<file path="config.mk">
export PLATFORM = sky130hd
export DESIGN_NAME = note_seq_classifier
export DESIGN_NICKNAME = d
export VERILOG_FILES = /design/src/rtl/note_seq_classifier.sv
export SDC_FILE = /design/constraint.sdc
export NUM_CORES = 1
export LEC_CHECK = 0
export ABC_CLOCK_PERIOD_IN_PS = 5900
export CAP_MARGIN = 20
export CORE_MARGIN = 1.5
export CORE_UTILIZATION = 61
export DETAILED_ROUTE_END_ITERATION = 10
export GPL_TIMING_DRIVEN = 0
export PLACE_DENSITY_LB_ADDON = 0.25
export SYNTH_ARGS = -nofsm -noshare
export SYNTH_HDL_FRONTEND = slang
export SYNTH_SLANG_ARGS = --single-unit
</file>
<file path="constraint.sdc">
create_clock -name clk -period 5.9 [get_ports clk]
set_clock_uncertainty 0.1 [all_clocks]
set_input_delay 0.885 -clock clk [delete_from_list [all_inputs] [get_ports clk]]
set_output_delay 0.885 -clock clk [all_outputs]
set_load 0.05 [all_outputs]
</file>
<file path="src/rtl/note_seq_classifier.sv">
// ---------------------------------------------------------------------------
// note_seq_classifier
//
// Classifies a sequence of notes entered one at a time with a push button.
// Each accepted note is matched against a small programmable pattern table.
// A terminator note (low 3 bits = 0) closes the sequence. The block then
// reports which pattern matched, or reports an error.
//
// Optional feature macro: NOTE_SEQ_DISPLAY_EN
//   defined   -> display drives an active-low seven-segment code for tipo
//   undefined -> display is tied to all-segments-off and no decoder is built
//
// Ports
//   clk         clock, rising edge
//   reset       asynchronous, active-high reset
//   ok          note-entry button strobe, asynchronous to clk
//   nota        note code {tom, note[2:0]}, stable while ok is high
//   clr         synchronous restart to IDLE, the pattern table is kept
//   cfg_we      write {cfg_wild, cfg_note} to table[cfg_pat][cfg_pos]
//   cfg_len_we  write cfg_len to the length of pattern cfg_pat
//   cfg_pat     pattern index
//   cfg_pos     position inside the pattern
//   cfg_note    note to store
//   cfg_wild    entry matches any non-terminator note
//   cfg_len     pattern length, 0 disables the pattern
//   fim         classification finished (DONE or ERR)
//   tipo        0 = no match, k = pattern k-1 matched
//   cfg_busy    high while a sequence is in progress; config writes ignored
//   display     active-low seven-segment code {g,f,e,d,c,b,a}
// ---------------------------------------------------------------------------
module note_seq_classifier #(
  parameter int NOTE_W  = 4,
  parameter int MAX_LEN = 6,
  parameter int N_PAT   = 4,
  localparam int PAT_W  = (N_PAT > 1) ? $clog2(N_PAT) : 1,
  localparam int POS_W  = (MAX_LEN > 1) ? $clog2(MAX_LEN) : 1,
  localparam int LEN_W  = $clog2(MAX_LEN + 1),
  localparam int TIPO_W = $clog2(N_PAT + 1)
) (
  input  logic              clk,
  input  logic              reset,
  input  logic              ok,
  input  logic [NOTE_W-1:0] nota,
  input  logic              clr,
  input  logic              cfg_we,
  input  logic              cfg_len_we,
  input  logic [PAT_W-1:0]  cfg_pat,
  input  logic [POS_W-1:0]  cfg_pos,
  input  logic [NOTE_W-1:0] cfg_note,
  input  logic              cfg_wild,
  input  logic [LEN_W-1:0]  cfg_len,
  output logic              fim,
  output logic [TIPO_W-1:0] tipo,
  output logic              cfg_busy,
  output logic [6:0]        display
);

  typedef enum logic [1:0] {
    S_IDLE,
    S_COLLECT,
    S_DONE,
    S_ERR
  } state_t;

  // Table entry layout: {wild, note}.
  localparam int ENT_W = NOTE_W + 1;

  // Power-up pattern table.
  function automatic logic [ENT_W-1:0] rst_entry(input int i, input int p);
    logic [ENT_W-1:0] wild_e, la_e, do_e, re_e, tsi_e;
    wild_e = {1'b1, {NOTE_W{1'b0}}};
    la_e   = {1'b0, NOTE_W'(6)};
    do_e   = {1'b0, NOTE_W'(1)};
    re_e   = {1'b0, NOTE_W'(2)};
    tsi_e  = {1'b0, 1'b1, (NOTE_W-1)'(7)};
    rst_entry = '0;
    if (p < 2 && i < 4) begin
      rst_entry = wild_e;
    end else begin
      case (i)
        0: if (p == 2) rst_entry = la_e;
        1: begin
          if (p == 2) rst_entry = la_e;
          if (p == 3) rst_entry = do_e;
        end
        2: begin
          if (p == 2) rst_entry = la_e;
          if (p == 3) rst_entry = tsi_e;
        end
        3: begin
          if (p == 2) rst_entry = tsi_e;
          if (p == 3) rst_entry = re_e;
        end
        default: rst_entry = '0;
      endcase
    end
  endfunction

  function automatic logic [LEN_W-1:0] rst_len(input int i);
    int l;
    case (i)
      0:       l = 3;
      1, 2, 3: l = 4;
      default: l = 0;
    endcase
    if (l > MAX_LEN) l = MAX_LEN;
    return LEN_W'(l);
  endfunction

  state_t              state_q, state_d;
  logic [LEN_W-1:0]    pos_q, pos_d;
  logic [N_PAT-1:0]    cand_q, cand_d;
  logic                fim_q, fim_d;
  logic [TIPO_W-1:0]   tipo_q, tipo_d;
  logic                sync1_q, sync1_d;
  logic                sync2_q, sync2_d;
  logic                hist_q, hist_d;
  logic [ENT_W-1:0]    tab_q [N_PAT][MAX_LEN];
  logic [ENT_W-1:0]    tab_d [N_PAT][MAX_LEN];
  logic [LEN_W-1:0]    len_q [N_PAT];
  logic [LEN_W-1:0]    len_d [N_PAT];

  logic                pulse;
  logic                is_term;
  logic                found;
  logic [TIPO_W-1:0]   hit_tipo;
  logic [N_PAT-1:0]    enabled;
  logic [N_PAT-1:0]    cand_base;
  logic [N_PAT-1:0]    cand_next;
  logic [ENT_W-1:0]    sel;

  // Button synchronizer; the history flop turns a long press into one pulse.
  always_comb begin
    sync1_d = ok;
    sync2_d = sync1_q;
    hist_d  = sync2_q;
  end

  assign pulse    = sync2_q & ~hist_q;
  assign cfg_busy = (state_q != S_IDLE) || (pos_q != '0);

  // Config writes use the registered table, so a pulse in the same cycle
  // still compares against the old contents.
  always_comb begin
    tab_d = tab_q;
    len_d = len_q;
    if (!cfg_busy) begin
      if (cfg_we && int'(cfg_pat) < N_PAT && int'(cfg_pos) < MAX_LEN) begin
        tab_d[cfg_pat][cfg_pos] = {cfg_wild, cfg_note};
      end
      if (cfg_len_we && int'(cfg_pat) < N_PAT) begin
        len_d[cfg_pat] = cfg_len;
      end
    end
  end

  // Classification FSM: next state, candidate mask and registered outputs.
  always_comb begin
    state_d   = state_q;
    pos_d     = pos_q;
    cand_d    = cand_q;
    fim_d     = fim_q;
    tipo_d    = tipo_q;
    sel       = '0;
    found     = 1'b0;
    hit_tipo  = '0;
    is_term   = (nota[2:0] == 3'd0);

    for (int i = 0; i < N_PAT; i++) begin
      enabled[i] = (len_q[i] != '0);
    end

    // The first note of a sequence starts from every enabled pattern.
    cand_base = (state_q == S_IDLE) ? enabled : cand_q;
    cand_next = cand_base;

    for (int i = 0; i < N_PAT; i++) begin
      sel = '0;
      for (int p = 0; p < MAX_LEN; p++) begin
        if (pos_q == LEN_W'(p)) sel = tab_q[i][p];
      end
      if (len_q[i] <= pos_q ||
          (!sel[NOTE_W] && sel[NOTE_W-1:0] != nota)) begin
        cand_next[i] = 1'b0;
      end
      // Lowest index wins when several patterns end here.
      if (!found && cand_base[i] && len_q[i] == pos_q) begin
        found    = 1'b1;
        hit_tipo = TIPO_W'(i + 1);
      end
    end

    if (clr) begin
      state_d = S_IDLE;
      pos_d   = '0;
      cand_d  = '0;
      fim_d   = 1'b0;
      tipo_d  = '0;
    end else if (pulse && (state_q == S_IDLE || state_q == S_COLLECT)) begin
      if (is_term) begin
        fim_d = 1'b1;
        if (found) begin
          state_d = S_DONE;
          tipo_d  = hit_tipo;
        end else begin
          state_d = S_ERR;
          tipo_d  = '0;
        end
      end else if (pos_q == LEN_W'(MAX_LEN)) begin
        state_d = S_ERR;
        fim_d   = 1'b1;
        tipo_d  = '0;
      end else begin
        pos_d  = pos_q + LEN_W'(1);
        cand_d = cand_next;
        if (cand_next == '0) begin
          state_d = S_ERR;
          fim_d   = 1'b1;
          tipo_d  = '0;
        end else begin
          state_d = S_COLLECT;
        end
      end
    end
  end

  // State, table and synchronizer registers.
  always_ff @(posedge clk or posedge reset) begin
    if (reset) begin
      state_q <= S_IDLE;
      pos_q   <= '0;
      cand_q  <= '0;
      fim_q   <= 1'b0;
      tipo_q  <= '0;
      sync1_q <= 1'b0;
      sync2_q <= 1'b0;
      hist_q  <= 1'b0;
      for (int i = 0; i < N_PAT; i++) begin
        len_q[i] <= rst_len(i);
        for (int p = 0; p < MAX_LEN; p++) begin
          tab_q[i][p] <= rst_entry(i, p);
        end
      end
    end else begin
      state_q <= state_d;
      pos_q   <= pos_d;
      cand_q  <= cand_d;
      fim_q   <= fim_d;
      tipo_q  <= tipo_d;
      sync1_q <= sync1_d;
      sync2_q <= sync2_d;
      hist_q  <= hist_d;
      len_q   <= len_d;
      tab_q   <= tab_d;
    end
  end

  assign fim  = fim_q;
  assign tipo = tipo_q;

`ifdef NOTE_SEQ_DISPLAY_EN
  logic [3:0] digit;

  // Segment order {g,f,e,d,c,b,a}, active low; a dash while not finished.
  always_comb begin
    digit   = 4'(tipo_q);
    display = 7'b0111111;
    if (fim_q) begin
      case (digit)
        4'h0: display = 7'b1000000;
        4'h1: display = 7'b1111001;
        4'h2: display = 7'b0100100;
        4'h3: display = 7'b0110000;
        4'h4: display = 7'b0011001;
        4'h5: display = 7'b0010010;
        4'h6: display = 7'b0000010;
        4'h7: display = 7'b1111000;
        4'h8: display = 7'b0000000;
        4'h9: display = 7'b0010000;
        4'hA: display = 7'b0001000;
        4'hB: display = 7'b0000011;
        4'hC: display = 7'b1000110;
        4'hD: display = 7'b0100001;
        4'hE: display = 7'b0000110;
        default: display = 7'b0001110;
      endcase
    end
  end
`else
  assign display = 7'b1111111;
`endif

endmodule

</file>
==> out/results.ini, run 1 <==
[pwr]
p_per_area_nw_per_um2 = 375
ir_worst_vdd_v = 0.000281
design_power_total_mw = 3.27
power_leakage_nw = 3.83

[routing]
wl_microns = 20700
vias = 5922
drt_iter0_drc = 745
postRouteAntennaNets = 0
via_per_inst = 6.39
detail_route.wl_per_cell_microns = 22.3
drc = 0
firstDrtPassIters = 6

[grt]
met2_usage_pct = 52.7
grt_pass1_vias = 6071
use_met3_pct = 8.28
grt_start_max_net_pins = 100
use_met1_pct = 45.4
grt.busiest_layer = met2
grt.overflow.total = 0
track_usage_pct = 33.7
grt_pass1_wl_microns = 32800
antenna_found_initial = 0

[synthesis]
synth_edf_count = 0
synthCells = 697
synth-main-ff-cell = dfrtp_1
synth_top_cells_by_count = mux2_2, dfrtp_1, nand2_1, nor2_1, a21oi_1
synth_top_cell_by_area = dfrtp_1
yosysTopAreaCellShare_pct = 39.0
syn-cell-area_sq_um = 7630
yosysWarningCount = 0
synth_area_per_cell_sq_um = 11.0
ys_ff_latch = 148
yosysSeqAreaShare_pct = 49.0
synth_most_common_cell = mux2_2
ys_types = 52
ys_async_sr_fraction_pct = 100
synthTopCellsByArea = dfrtp_1, mux2_2, dfstp_2

[timing]
slew_headroom_pct = 37.2
fmax_mhz = 248
report.final.setup_viol = 0
period_minus_slack_ps = 4040
timing.final.crit_share_pct = 68.4
rsz0062_at_grt = false
report.final.slew_viol_count = 0
worst_pin_slew_ps = 935
setup_tns_ps = 0
finalHoldViolations = 0

[place]
place.gp.congestion = 0.905
dp_hpwl_microns = 14200
numPortBuffers = 23

[cts]
cts.sinks = 148
cts-root-buf = clkbuf_16
cts_made_buffers = 17
cts_resized = 0
cts.path.max_buffers = 2
postCtsSetupBuffers = 0
cts_hold_buf = 0
cts_tree = built
clkLatencyLatePin_ps = 430
clk_pin_slew_ps = 60
htreeDepth = 4

[layout]
final_net_count = 786
num_antenna_cells = 0
syn_to_final_growth_pct = 14.3
drive_gt1_share_pct = 28.1

[worst_setup_path]
crit_type = flop to primary output
cp-end-kind = primary output
worstPathMaxFanout = 10
crit_required_ps = 4910
arrival_ps = 3050
rr_worst_depth = 11
critPathLaunchType = flop

[floorplanning]
start_util_pct = 63.0
die_x_microns = 115
rows = 40
die-area_sq_um = 13200
ioPinCount = 35
coreArea_sq_um = 12100
die_y_microns = 115

[outcome]
outcome = finished, final reports clean

[hold_path]
holdPathStages = 0
hold_class = flop to flop

[run]
maxCapViolations = 0

-- critical path: stages, from the launching register on --
cell	delay (ps)
dfrtp_1	550
inv_1	110
ha_1	210
buf_4	170
buf_4	210
buf_4	200
and3_1	280
inv_1	80
clkdlybuf4s50_1	800
-- cell type report --
type                    count  area [sq um]
multi-input cells         476          3540
well taps                 168           210
flip-flops and latches    148          3740
clock buffers              22           464
fillers                   857          3390
inverters                  30           118
plain buffers              49           259
repair buffers             24           258
clock inverters            10           130
-- placed cells by master, fill, tap and decap left out, drive strengths merged, types with 10 or more instances in the layout --
| master | count |
|---|---|
| a21oi | 34 |
| a221oi | 14 |
| buf | 30 |
| clkbuf | 42 |
| clkdlybuf4s50 | 23 |
| dfrtp | 119 |
| dfstp | 29 |
| ha | 17 |
| inv | 30 |
| mux2 | 120 |
| nand2 | 63 |
| nand3 | 10 |
| nand3b | 29 |
| nor2 | 35 |
| nor3 | 14 |
| o21ai | 32 |
| xor2 | 10 |
-- registers in the layout, summed over array words and instances (netlist names) --
| signal | flops |
|---|---|
| cand_q | 4 |
| fim | 1 |
| hist_d | 1 |
| hist_q | 1 |
| len_q | 12 |
| pos_q | 3 |
| state_q | 2 |
| sync1_q | 1 |
| tab_q | 120 |
| tipo | 3 |
-- logic make-up after synthesis --
kind of cell	Yosys count	share of synthesized area [%]
compound gates	131	11.5
xor+xnor	13	1.49
fa+ha+maj	17	2.79
buf+inv	79	4.87
flops	148	49.0
mux	120	17.7
other cells	1	0.0491
simple gates	188	12.6
-- routing by layer --
| layer | up-vias | routed length [microns] |
|---|---|---|
| met5 | - | 0 |
| met4 | 0 | 665 |
| met3 | 55 | 1730 |
| met2 | 329 | 9630 |
| met1 | 2943 | 8650 |
| li1 | 2595 | - |
-- power by group --
| group | switching [mW] | internal [mW] | leakage [nW] | total (mW) |
|---|---|---|---|---|
| registers | 0.132 | 1.27 | 1.86 | 1.40 |
| clock network | 0.410 | 0.682 | 0.290 | 1.09 |
| logic | 0.421 | 0.352 | 1.68 | 0.773 |
| total | 0.964 | 2.31 | 3.83 | 3.27 |
-- through the flow --
stage / std cells / setup WS [ps] / hold WS (ps) / util, % / area (sq um)
after floorplan: 703 / 983 / 231 / - / 7650
after global placement: 894 / -826 / 242 / 66.8 / 8100
after detailed placement: 895 / 2300 / 241 / 67.1 / 8130
after CTS: 927 / 1860 / 261 / 72.0 / 8720
after global routing: 927 / 1760 / 268 / 72.0 / 8720
final: 927 / 1860 / 255 / 72.0 / 8720
-- final timing paths --
kind | start | end | slack, ps
worst max-delay path | pos_q[0] | cfg_busy | 1860
worst min-delay path | sync1_q | hist_d | 250
worst max register to register | pos_q[0] | tipo[0] | 2090
worst min register to register | sync1_q | hist_d | 250
max in group asynchronous | reset | len_q[2] | 4060
min in group asynchronous | reset | tab_q[30] | 770
Note: power is estimated with default switching activity, not from simulation.
==> inputs of run 2 (changes only) <==
--- a/config.mk
+++ b/config.mk
@@ -5,10 +5,10 @@
 export SDC_FILE = /design/constraint.sdc
 export NUM_CORES = 1
 export LEC_CHECK = 0
-export ABC_CLOCK_PERIOD_IN_PS = 5900
+export ABC_CLOCK_PERIOD_IN_PS = 3330
 export CAP_MARGIN = 20
 export CORE_MARGIN = 1.5
-export CORE_UTILIZATION = 61
+export CORE_UTILIZATION = 55
 export DETAILED_ROUTE_END_ITERATION = 10
 export GPL_TIMING_DRIVEN = 0
 export PLACE_DENSITY_LB_ADDON = 0.25
==> constraint.sdc (replaced) <==
create_clock -name clk -period 3.33 [get_ports clk]
set_clock_uncertainty 0.1 [all_clocks]
set_input_delay 0.4995 -clock clk [delete_from_list [all_inputs] [get_ports clk]]
set_output_delay 0.4995 -clock clk [all_outputs]
set_load 0.05 [all_outputs]
==> run 2 against run 1 <==
Non-clock buffer count rose by 13; largest power group unchanged; the run now ends with negative setup slack left; power rose by 83%; cell area rose by 3.8%; critical path type is now flop to flop.
==> out/results.ini, run 2 (synthesis results as in run 1) <==
[outcome]
outcome = complete, but fails checks
violations = negative setup slack

[layout]
final_net_count = 799
syn_to_final_growth_pct = 18.6
drive_gt1_share_pct = 33.9
num_antenna_cells = 0
regMostFlops = tab_q
final_common_cell = mux2_2
largest_reg_flops = 120
final_cell_mix = mux2_2, dfrtp_1, nand2_1, a21oi_1, o21ai_0
fin_area_sq_um = 9050
final_cells = 948
top_regs = tab_q x120, len_q x12, cand_q x4

[worst_setup_path]
cp-startpoint = pos_q[1]
r2r_end = tipo[0]
crit_required_ps = 3550
cp-end-kind = flop
arrival_ps = 3620
cp-endpoint = tipo[0]
reg2reg_slack_ps = -80
rr_startpoint = pos_q[1]
crit_type = flop to flop
critPathLaunchType = flop
rr_worst_depth = 13
worstPathMaxFanout = 10

[pwr]
ir_worst_vdd_v = 0.000412
p_int_mw = 4.16
pwr-share-seq_pct = 42.0
p_switching_mw = 1.81
swShare_pct = 30.3
power.share.clock_pct = 33.8
power_leakage_nw = 3.94
p_comb_share_pct = 24.2
p_per_area_nw_per_um2 = 660

[routing]
firstDrtPassIters = 6
vias = 6160
detail_route.wl_per_cell_microns = 22.9
postRouteAntennaNets = 0
wl_microns = 21700
via_per_inst = 6.50
drc = 0
drt_iter0_drc = 712

[place]
place.gp.congestion = 0.916
dp_hpwl_microns = 14300
dpl_cell_area_sq_um = 8170
place_inst = 905
numPortBuffers = 23

[timing]
period_minus_slack_ps = 3410
slew_headroom_pct = 41.9
setup_tns_ps = -83.1
report.final.slew_viol_count = 0
rsz0062_at_grt = true
worst_pin_slew_ps = 870
fmax_mhz = 293
timing.final.crit_share_pct = 102
fin_ws_ps = -77.4
finalHoldViolations = 0
report.final.setup_viol = 2

[cts]
cts_hold_buf = 0
cts-root-buf = clkbuf_16
htreeDepth = 4
clk_pin_slew_ps = 70
cts_tree = built
cts.path.max_buffers = 2
clkLatencyLatePin_ps = 430
cts.sinks = 148
cts_made_buffers = 17

[floorplanning]
die_y_microns = 121
ioPinCount = 35
coreArea_sq_um = 13400
rows = 42
die-area_sq_um = 14600
start_util_pct = 57.0
die_x_microns = 121

[grt]
grt_start_max_net_pins = 46
grt_pass1_vias = 6105
grt.overflow.total = 0
track_usage_pct = 30.8
grt_pass1_wl_microns = 33400
antenna_found_initial = 0

[run]
maxCapViolations = 0

[hold_path]
hold_class = flop to flop

## run 2: area by class of cell
| type | instances | area, sq um |
|---|---|---|
| Timing Repair Buffer | 37 | 375 |
| Multi-Input combinational cell | 476 | 3680 |
| Inverter | 30 | 120 |
| Sequential cell | 148 | 3740 |
| Tap cell | 176 | 220 |
| Fill cell | 975 | 4350 |
| Clock buffer | 21 | 470 |
| Clock inverter | 11 | 149 |
| Buffer | 49 | 295 |
## run 2: power by group through the flow
stage                     sequential, mW  clock [mW]  combinational (mW)
after CTS                           2.49        2.02                1.37
after floorplan                     2.43           0               0.999
after global routing                2.54        2.11                1.57
after detailed placement            2.51           0                1.33
after global placement              2.49           0                1.26
final                               2.51        2.02                1.45
## run 2: layer usage
| metal | track usage (%) | wire, microns |
|---|---|---|
| met1 | 40.0 | 8760 |
| met2 | 47.0 | 10000 |
| met3 | 8.73 | 2000 |
| met4 | 16.4 | 913 |
| met5 | 0 | 0 |
## run 2: critical path, stage by stage, from the launching register on
cell      delay (ps)
dfrtp_1          430
buf_4            160
ha_1             170
ha_2             180
or2_4            250
buf_12           150
buf_6            160
a221oi_2         250
o221ai_2         150
xor2_1           170
a31oi_2          320
o22ai_2          140
or3_4            430
a41o_1           230
## run 2: how the worst min path moves through the flow
stage,startpoint,to,slack (ps),cells past startpoint
CTS,sync1_q,hist_d,250,0
finish,sync1_q,hist_d,250,0
floorplan,sync1_q,hist_d,230,0
global route,sync1_q,hist_d,270,0
global placement,sync1_q,hist_d,240,0
detailed placement,sync1_q,hist_d,240,0
## run 2: timing repair
action,CTS,global route
endpoints found under the hold margin,0,0
gates resized for setup,28,27
setup buffers,4,7
cloned,0,0
setup endpoints to repair,91,63
pin swaps,2,7
## run 2: metrics by stage
step	util (%)	worst slack [ps]	hold WS, ps	total power [mW]
6_report	67.6	-77.4	249	5.97
5_1_grt	67.6	-124	269	6.23
4_1_cts	66.4	-9.62	252	5.89
3_5_place_dp	61.0	-445	238	3.84
3_3_place_gp	60.5	-352	239	3.75
2_1_floorplan	-	447	231	3.43
